$ cat config.mk
export PLATFORM = sky130hd
export DESIGN_NAME = mem_port_arbiter_flat
export DESIGN_NICKNAME = d
export VERILOG_FILES = /design/src/rtl/mem_port_arbiter_pkg.sv /design/src/rtl/mem_port_arbiter_if.sv /design/src/rtl/mem_port_arbiter_fair_pick.sv /design/src/rtl/mem_port_arbiter.sv /design/src/flat_wrapper.sv
export SDC_FILE = /design/constraint.sdc
export NUM_CORES = 1
export LEC_CHECK = 0
export ABC_AREA = 1
export CAP_MARGIN = 20
export CORE_MARGIN = 10
export CORE_UTILIZATION = 23
export CTS_CLUSTER_SIZE = 8
export DETAILED_ROUTE_END_ITERATION = 6
export PLACE_DENSITY = 0.82
export SETUP_SLACK_MARGIN = 0.4
export SLEW_MARGIN = 20
export SYNTH_ARGS = -nofsm -noshare
export SYNTH_HDL_FRONTEND = slang
export SYNTH_HIERARCHICAL = 1
export SYNTH_SLANG_ARGS = --single-unit
$ cat constraint.sdc
create_clock -name clk -period 2.58 [get_ports clk]
set_clock_uncertainty 0.05 [all_clocks]
set_input_delay 0.645 -clock clk [delete_from_list [all_inputs] [get_ports clk]]
set_output_delay 0.645 -clock clk [all_outputs]
set_load 0.01 [all_outputs]
$ cat src/rtl/mem_port_arbiter_pkg.sv
// Shared types and constants for the fetch/data block-RAM port arbiter.
// Owner encoding, default address width and RAM read latency live here.
package mem_port_arbiter_pkg;

    typedef enum logic {
        OWN_IF = 1'b0,
        OWN_M  = 1'b1
    } owner_e;

    localparam int DEFAULT_ADDR_W = 8;
    localparam int RAM_RD_LAT     = 1;
    localparam int STARVE_W       = 4;

    typedef struct packed {
        logic   v;
        owner_e own;
        logic   rd;
    } pend_t;

    localparam pend_t PEND_IDLE = '{v: 1'b0, own: OWN_IF, rd: 1'b0};

    function automatic logic is_read(input logic [3:0] wen);
        return (wen == 4'b0000);
    endfunction

endpackage

$ cat src/rtl/mem_port_arbiter_if.sv
// Pipeline-side and RAM-side signals of the shared instruction/data RAM port.
// slave = arbiter view, master = pipeline stages plus RAM view.
interface mem_port_arbiter_if
    import mem_port_arbiter_pkg::*;
#(
    parameter int ADDR_W = DEFAULT_ADDR_W
);
    logic              flush;
    logic              if_req;
    logic [ADDR_W-1:0] if_addr;
    logic              if_gnt;
    logic              if_res;
    logic [31:0]       if_rdata;
    logic              mreq;
    logic [ADDR_W-1:0] m_addr;
    logic [3:0]        m_wen;
    logic [31:0]       m_wdata;
    logic              m_gnt;
    logic              mres;
    logic [31:0]       m_rdata;
    logic [3:0]        ram_en;
    logic [ADDR_W-1:0] ram_addr;
    logic [31:0]       ram_store;
    logic [31:0]       ram_load;

    modport slave (
        input  flush, if_req, if_addr, mreq, m_addr, m_wen, m_wdata, ram_load,
        output if_gnt, if_res, if_rdata, m_gnt, mres, m_rdata,
               ram_en, ram_addr, ram_store
    );

    modport master (
        output flush, if_req, if_addr, mreq, m_addr, m_wen, m_wdata, ram_load,
        input  if_gnt, if_res, if_rdata, m_gnt, mres, m_rdata,
               ram_en, ram_addr, ram_store
    );
endinterface

$ cat src/rtl/mem_port_arbiter_fair_pick.sv
// Two-way data-priority pick with a saturating count of data wins while fetch waits;
// fetch is forced through once the count reaches STARVE_MAX. Pick is combinational.
module arb_fair_pick
    import mem_port_arbiter_pkg::*;
#(
    parameter int STARVE_MAX = 4
) (
    input  logic clk,
    input  logic reset,
    input  logic flush_i,
    input  logic if_req_i,
    input  logic mreq_i,
    output logic pick_if,
    output logic pick_m
);
    localparam logic [STARVE_W-1:0] CNT_MAX = STARVE_W'(STARVE_MAX);

    logic [STARVE_W-1:0] starve_cnt_q;
    logic [STARVE_W-1:0] starve_cnt_d;
    logic                fetch_ok;
    logic                fetch_due;

    assign fetch_ok  = if_req_i & ~flush_i;
    assign fetch_due = fetch_ok & (starve_cnt_q == CNT_MAX);

    // Picks are held low while reset is asserted so no RAM access leaks out.
    always_comb begin
        pick_if = 1'b0;
        pick_m  = 1'b0;
        if (!reset) begin
            if (mreq_i && !fetch_due) begin
                pick_m = 1'b1;
            end else if (fetch_ok) begin
                pick_if = 1'b1;
            end
        end
    end

    always_comb begin
        starve_cnt_d = starve_cnt_q;
        if (flush_i || !if_req_i || pick_if) begin
            starve_cnt_d = '0;
        end else if (pick_m && (starve_cnt_q != CNT_MAX)) begin
            starve_cnt_d = starve_cnt_q + 1'b1;
        end
    end

    always_ff @(posedge clk or posedge reset) begin
        if (reset) begin
            starve_cnt_q <= '0;
        end else begin
            starve_cnt_q <= starve_cnt_d;
        end
    end

endmodule

$ cat src/rtl/mem_port_arbiter.sv
// Shares one single-port block RAM between fetch (read-only) and data (read/write).
// Grant is combinational; response returns RAM_RD_LAT cycles later to the granted owner.
module mem_port_arbiter
    import mem_port_arbiter_pkg::*;
#(
    parameter int ADDR_W     = DEFAULT_ADDR_W,
    parameter int STARVE_MAX = 4
) (
    input  logic                  clk,
    input  logic                  reset,
    mem_port_arbiter_if.slave     bus
);
    logic              pick_if;
    logic              pick_m;
    logic [ADDR_W-1:0] addr_sel;
    pend_t             pend_d;
    pend_t             pend_q [RAM_RD_LAT];
    pend_t             pend_rsp;
    logic              if_res_w;
    logic              mres_w;

    arb_fair_pick #(
        .STARVE_MAX (STARVE_MAX)
    ) u_pick (
        .clk      (clk),
        .reset    (reset),
        .flush_i  (bus.flush),
        .if_req_i (bus.if_req),
        .mreq_i   (bus.mreq),
        .pick_if  (pick_if),
        .pick_m   (pick_m)
    );

    always_comb begin
        addr_sel      = '0;
        bus.ram_en    = 4'b0000;
        bus.ram_store = 32'h0;
        pend_d        = PEND_IDLE;
        if (pick_m) begin
            addr_sel      = bus.m_addr;
            bus.ram_en    = bus.m_wen;
            bus.ram_store = bus.m_wdata;
            pend_d        = '{v: 1'b1, own: OWN_M, rd: is_read(bus.m_wen)};
        end else if (pick_if) begin
            addr_sel = bus.if_addr;
            pend_d   = '{v: 1'b1, own: OWN_IF, rd: 1'b1};
        end
    end

    assign bus.ram_addr = addr_sel;
    assign bus.if_gnt   = pick_if;
    assign bus.m_gnt    = pick_m;

    // One stage per cycle of RAM read latency; the last stage lines up with ram_load.
    always_ff @(posedge clk or posedge reset) begin
        if (reset) begin
            for (int i = 0; i < RAM_RD_LAT; i++) begin
                pend_q[i] <= PEND_IDLE;
            end
        end else begin
            pend_q[0] <= pend_d;
            for (int i = 1; i < RAM_RD_LAT; i++) begin
                pend_q[i] <= pend_q[i-1];
            end
        end
    end

    assign pend_rsp = pend_q[RAM_RD_LAT-1];

    // A flush in the response cycle drops the fetch result; data is never cancelled.
    always_comb begin
        if_res_w     = pend_rsp.v & (pend_rsp.own == OWN_IF) & ~bus.flush;
        mres_w       = pend_rsp.v & (pend_rsp.own == OWN_M);
        bus.if_res   = if_res_w;
        bus.mres     = mres_w;
        bus.if_rdata = if_res_w ? bus.ram_load : 32'h0;
        bus.m_rdata  = (mres_w && pend_rsp.rd) ? bus.ram_load : 32'h0;
    end

endmodule

$ cat src/flat_wrapper.sv
// flat-port wrapper written by rule: the top's interface ports become plain ports
module mem_port_arbiter_flat import mem_port_arbiter_pkg::*;
#(
    parameter int ADDR_W     = DEFAULT_ADDR_W,
    parameter int STARVE_MAX = 4
)
  (clk, reset, bus_flush, bus_if_req, bus_if_addr, bus_mreq, bus_m_addr, bus_m_wen, bus_m_wdata, bus_ram_load, bus_if_gnt, bus_if_res, bus_if_rdata, bus_m_gnt, bus_mres, bus_m_rdata, bus_ram_en, bus_ram_addr, bus_ram_store);
  mem_port_arbiter_if #(.ADDR_W(ADDR_W)) bus_i ();
  input  logic clk;
  input  logic reset;
  input wire logic [$bits(bus_i.flush)-1:0] bus_flush;
  input wire logic [$bits(bus_i.if_req)-1:0] bus_if_req;
  input wire logic [$bits(bus_i.if_addr)-1:0] bus_if_addr;
  input wire logic [$bits(bus_i.mreq)-1:0] bus_mreq;
  input wire logic [$bits(bus_i.m_addr)-1:0] bus_m_addr;
  input wire logic [$bits(bus_i.m_wen)-1:0] bus_m_wen;
  input wire logic [$bits(bus_i.m_wdata)-1:0] bus_m_wdata;
  input wire logic [$bits(bus_i.ram_load)-1:0] bus_ram_load;
  output wire logic [$bits(bus_i.if_gnt)-1:0] bus_if_gnt;
  output wire logic [$bits(bus_i.if_res)-1:0] bus_if_res;
  output wire logic [$bits(bus_i.if_rdata)-1:0] bus_if_rdata;
  output wire logic [$bits(bus_i.m_gnt)-1:0] bus_m_gnt;
  output wire logic [$bits(bus_i.mres)-1:0] bus_mres;
  output wire logic [$bits(bus_i.m_rdata)-1:0] bus_m_rdata;
  output wire logic [$bits(bus_i.ram_en)-1:0] bus_ram_en;
  output wire logic [$bits(bus_i.ram_addr)-1:0] bus_ram_addr;
  output wire logic [$bits(bus_i.ram_store)-1:0] bus_ram_store;
  assign bus_i.flush = bus_flush;
  assign bus_i.if_req = bus_if_req;
  assign bus_i.if_addr = bus_if_addr;
  assign bus_i.mreq = bus_mreq;
  assign bus_i.m_addr = bus_m_addr;
  assign bus_i.m_wen = bus_m_wen;
  assign bus_i.m_wdata = bus_m_wdata;
  assign bus_i.ram_load = bus_ram_load;
  assign bus_if_gnt = bus_i.if_gnt;
  assign bus_if_res = bus_i.if_res;
  assign bus_if_rdata = bus_i.if_rdata;
  assign bus_m_gnt = bus_i.m_gnt;
  assign bus_mres = bus_i.mres;
  assign bus_m_rdata = bus_i.m_rdata;
  assign bus_ram_en = bus_i.ram_en;
  assign bus_ram_addr = bus_i.ram_addr;
  assign bus_ram_store = bus_i.ram_store;
  mem_port_arbiter #(.ADDR_W(ADDR_W), .STARVE_MAX(STARVE_MAX)) u_core (.clk(clk), .reset(reset), .bus(bus_i));
endmodule
==> out/qor.csv <==
metric,value,unit
status,"complete, no violations",
r2r_cells,12,
start_util,23.5,%
die_w,94.7,um
yosysSeqAreaShare,13.6,%
netlist_area,1280,um^2
fill_cells,457,
place_congestion,0.815,
fp.dieH,94.7,um
min_period_over_period,95.9,%
grt_pass1_vias,2462,
multi_input_area,908,um^2
synth_cell_types,23,
clockBufferDepth,2,
cts-root-buf,clkbuf_8,
track_usage,18.6,%
final_common_cell,clkdlybuf4s50_1,
grt_pass1_wl,13200,um
wirelength,9290,um
fin_util,67.9,%
num_rows,27,
yosys.area.top_type_share,22.5,%
critPathRequiredTime,1.88,ns
critPathKind,reg2out,
syn-num-nets,350,
ctsHoldBuffers,0,
core-area,5470,um^2
p_leak,2.36,nW
grt_overflow,0,
finalHoldViolCount,0,
drtIter0Drc,65,
drc_errors,0,
ys_ff_latch,7,
wl_per_cell,16.6,um
ir_drop,0.000160,V
drive_above_1_share,46.0,%
final_cell_mix,"clkdlybuf4s50_1 (85), buf_2 (83), nor2_1 (62), inv_1 (62), buf_6 (35)",
antennaDiodeCount,0,
htreeDepth,1,
num_vias,2373,
ant_nets,0,
via_per_inst,4.23,
start_kind,register,
worstMarginPinSlew,0.361,ns
rsz0062_at_grt,true,
clk-insertion-delay-late,0.22,ns
finalSetupViolCount,0,
syn_inst,259,
dp_hpwl,7210,um
numCtsBuffers,3,
hold_path.class,in2async,
yosysTopAreaCell,inv_1,
maxSlewViolCount,0,
first_pass_iters,4,
nets,581,
clock_sinks,7,
avgSynthCellArea,4.96,um^2
end_kind,output pin,
fmax,404,MHz
ios,201,
die_area,8970,um^2
p_per_area,192,nW/um^2
antenna_found_initial,0,
cp.arrival,1.78,ns
ys_warn_count,6,
slew-limit-headroom,75.9,%
maxCapViolCount,0,
seqCellArea,175,um^2
syn2layout_area_growth,189,%
period_minus_slack,2.47,ns
tritoncts,done,
grt_max_degree,33,
clk_pin_slew,0.04,ns
power,0.712,mW
synthTopCellsByArea,"inv_1 (23%), nor2_1 (21%), nand2_1 (17%)",
port_buffers,200,
cp_max_fo,6,
-- worst max-delay path, stage by stage (launching register included) --
cell      delay, ns
dfrtp_1        0.36
inv_2          0.06
ha_4           0.16
nand2_2        0.06
nor2_2         0.04
a21boi_2       0.14
and2_4         0.20
buf_6          0.11
clkinv_4       0.05
buf_8          0.13
nand3_2        0.07
nand2_1        0.05
buf_2          0.13
-- final cells by class --
type / count / share of cell area (%)
well taps: 72 / 2.43
inverters: 81 / 8.36
flip-flops and latches: 7 / 4.72
multi-input cells: 159 / 24.5
clock buffers: 4 / 1.21
repair buffers: 238 / 58.8
-- worst paths after layout --
kind,slack (ns),start,endpoint
max in group asynchronous,1.84,reset,u_core/u_pick/starve_cnt_q[2]
max,0.11,u_core/u_pick/starve_cnt_q[0],bus_ram_addr[2]
min reg2reg,0.62,u_core/u_pick/starve_cnt_q[3],u_core/u_pick/starve_cnt_q[3]
min,0.43,reset,u_core/pend_q[1]
min in group clk,0.62,u_core/u_pick/starve_cnt_q[3],u_core/u_pick/starve_cnt_q[3]
max reg2reg,0.68,u_core/u_pick/starve_cnt_q[0],u_core/pend_q[2]
-- synth_stat cells, drive strengths merged --
master and instances:
nand4 2, clkinv 2, and2 1, xnor2 1, nor2 74, or2 1
buf 12, inv 79, nand3 11, nand2 61, nand3b 1, dfrtp 7
o21bai 4, ha 2, a21boi 1
-- repair_timing --
item	CTS	global route
pin swaps	8	12
setup endpoints to repair	111	91
gates cloned	8	1
hold endpoints to repair	0	0
gates resized for setup	518	60
buffers inserted	12	5
-- where the power goes --
| group | leakage, nW | switching [mW] | internal [mW] |
|---|---|---|---|
| Sequential | 0.0949 | 0.00195 | 0.113 |
| Clock | 0.0228 | 0.0450 | 0.107 |
| Combinational | 2.25 | 0.177 | 0.268 |
-- routing by layer --
layer / vias to the layer above / share of wire, % / global-route usage, %
li1: 1174 / - / -
met3: 10 / 14 / 9.20
met5: - / 0 / 0
met1: 1037 / 34 / 17.5
met2: 152 / 51 / 34.7
met4: 0 / 1.5 / 5.36
-- flip-flops by register name, indices dropped and copies added (netlist names) --
signal,flops
u_core/pend_q,3
u_core/u_pick/starve_cnt_q,4
-- through the flow --
step / hold slack [ns] / TNS, ns / cells / setup WS [ns] / area, um^2
final: 0.431 / 0 / 561 / 0.106 / 3710
after global routing: 0.436 / 0 / 561 / 0.0230 / 3710
after CTS: 0.433 / 0 / 555 / 0.125 / 3610
after detailed placement: 0.528 / -34.26 / 531 / -0.626 / 3380
after global placement: 0.519 / -33.27 / 531 / -0.608 / 3380
after floorplan: 0.349 / 0 / 259 / 0.406 / 1290
-- cells by family after synthesis --
logic type | after synthesis | share of synthesized area [%]
and+or+nand+nor | 151 | 48.5
buffers and inverters | 93 | 32.3
DFF | 7 | 13.6
AOI/OAI and AO/OA | 5 | 2.92
adders and majority gates | 2 | 1.95
xor gates and xnor gates | 1 | 0.682
(Power assumes the default switching activity.)
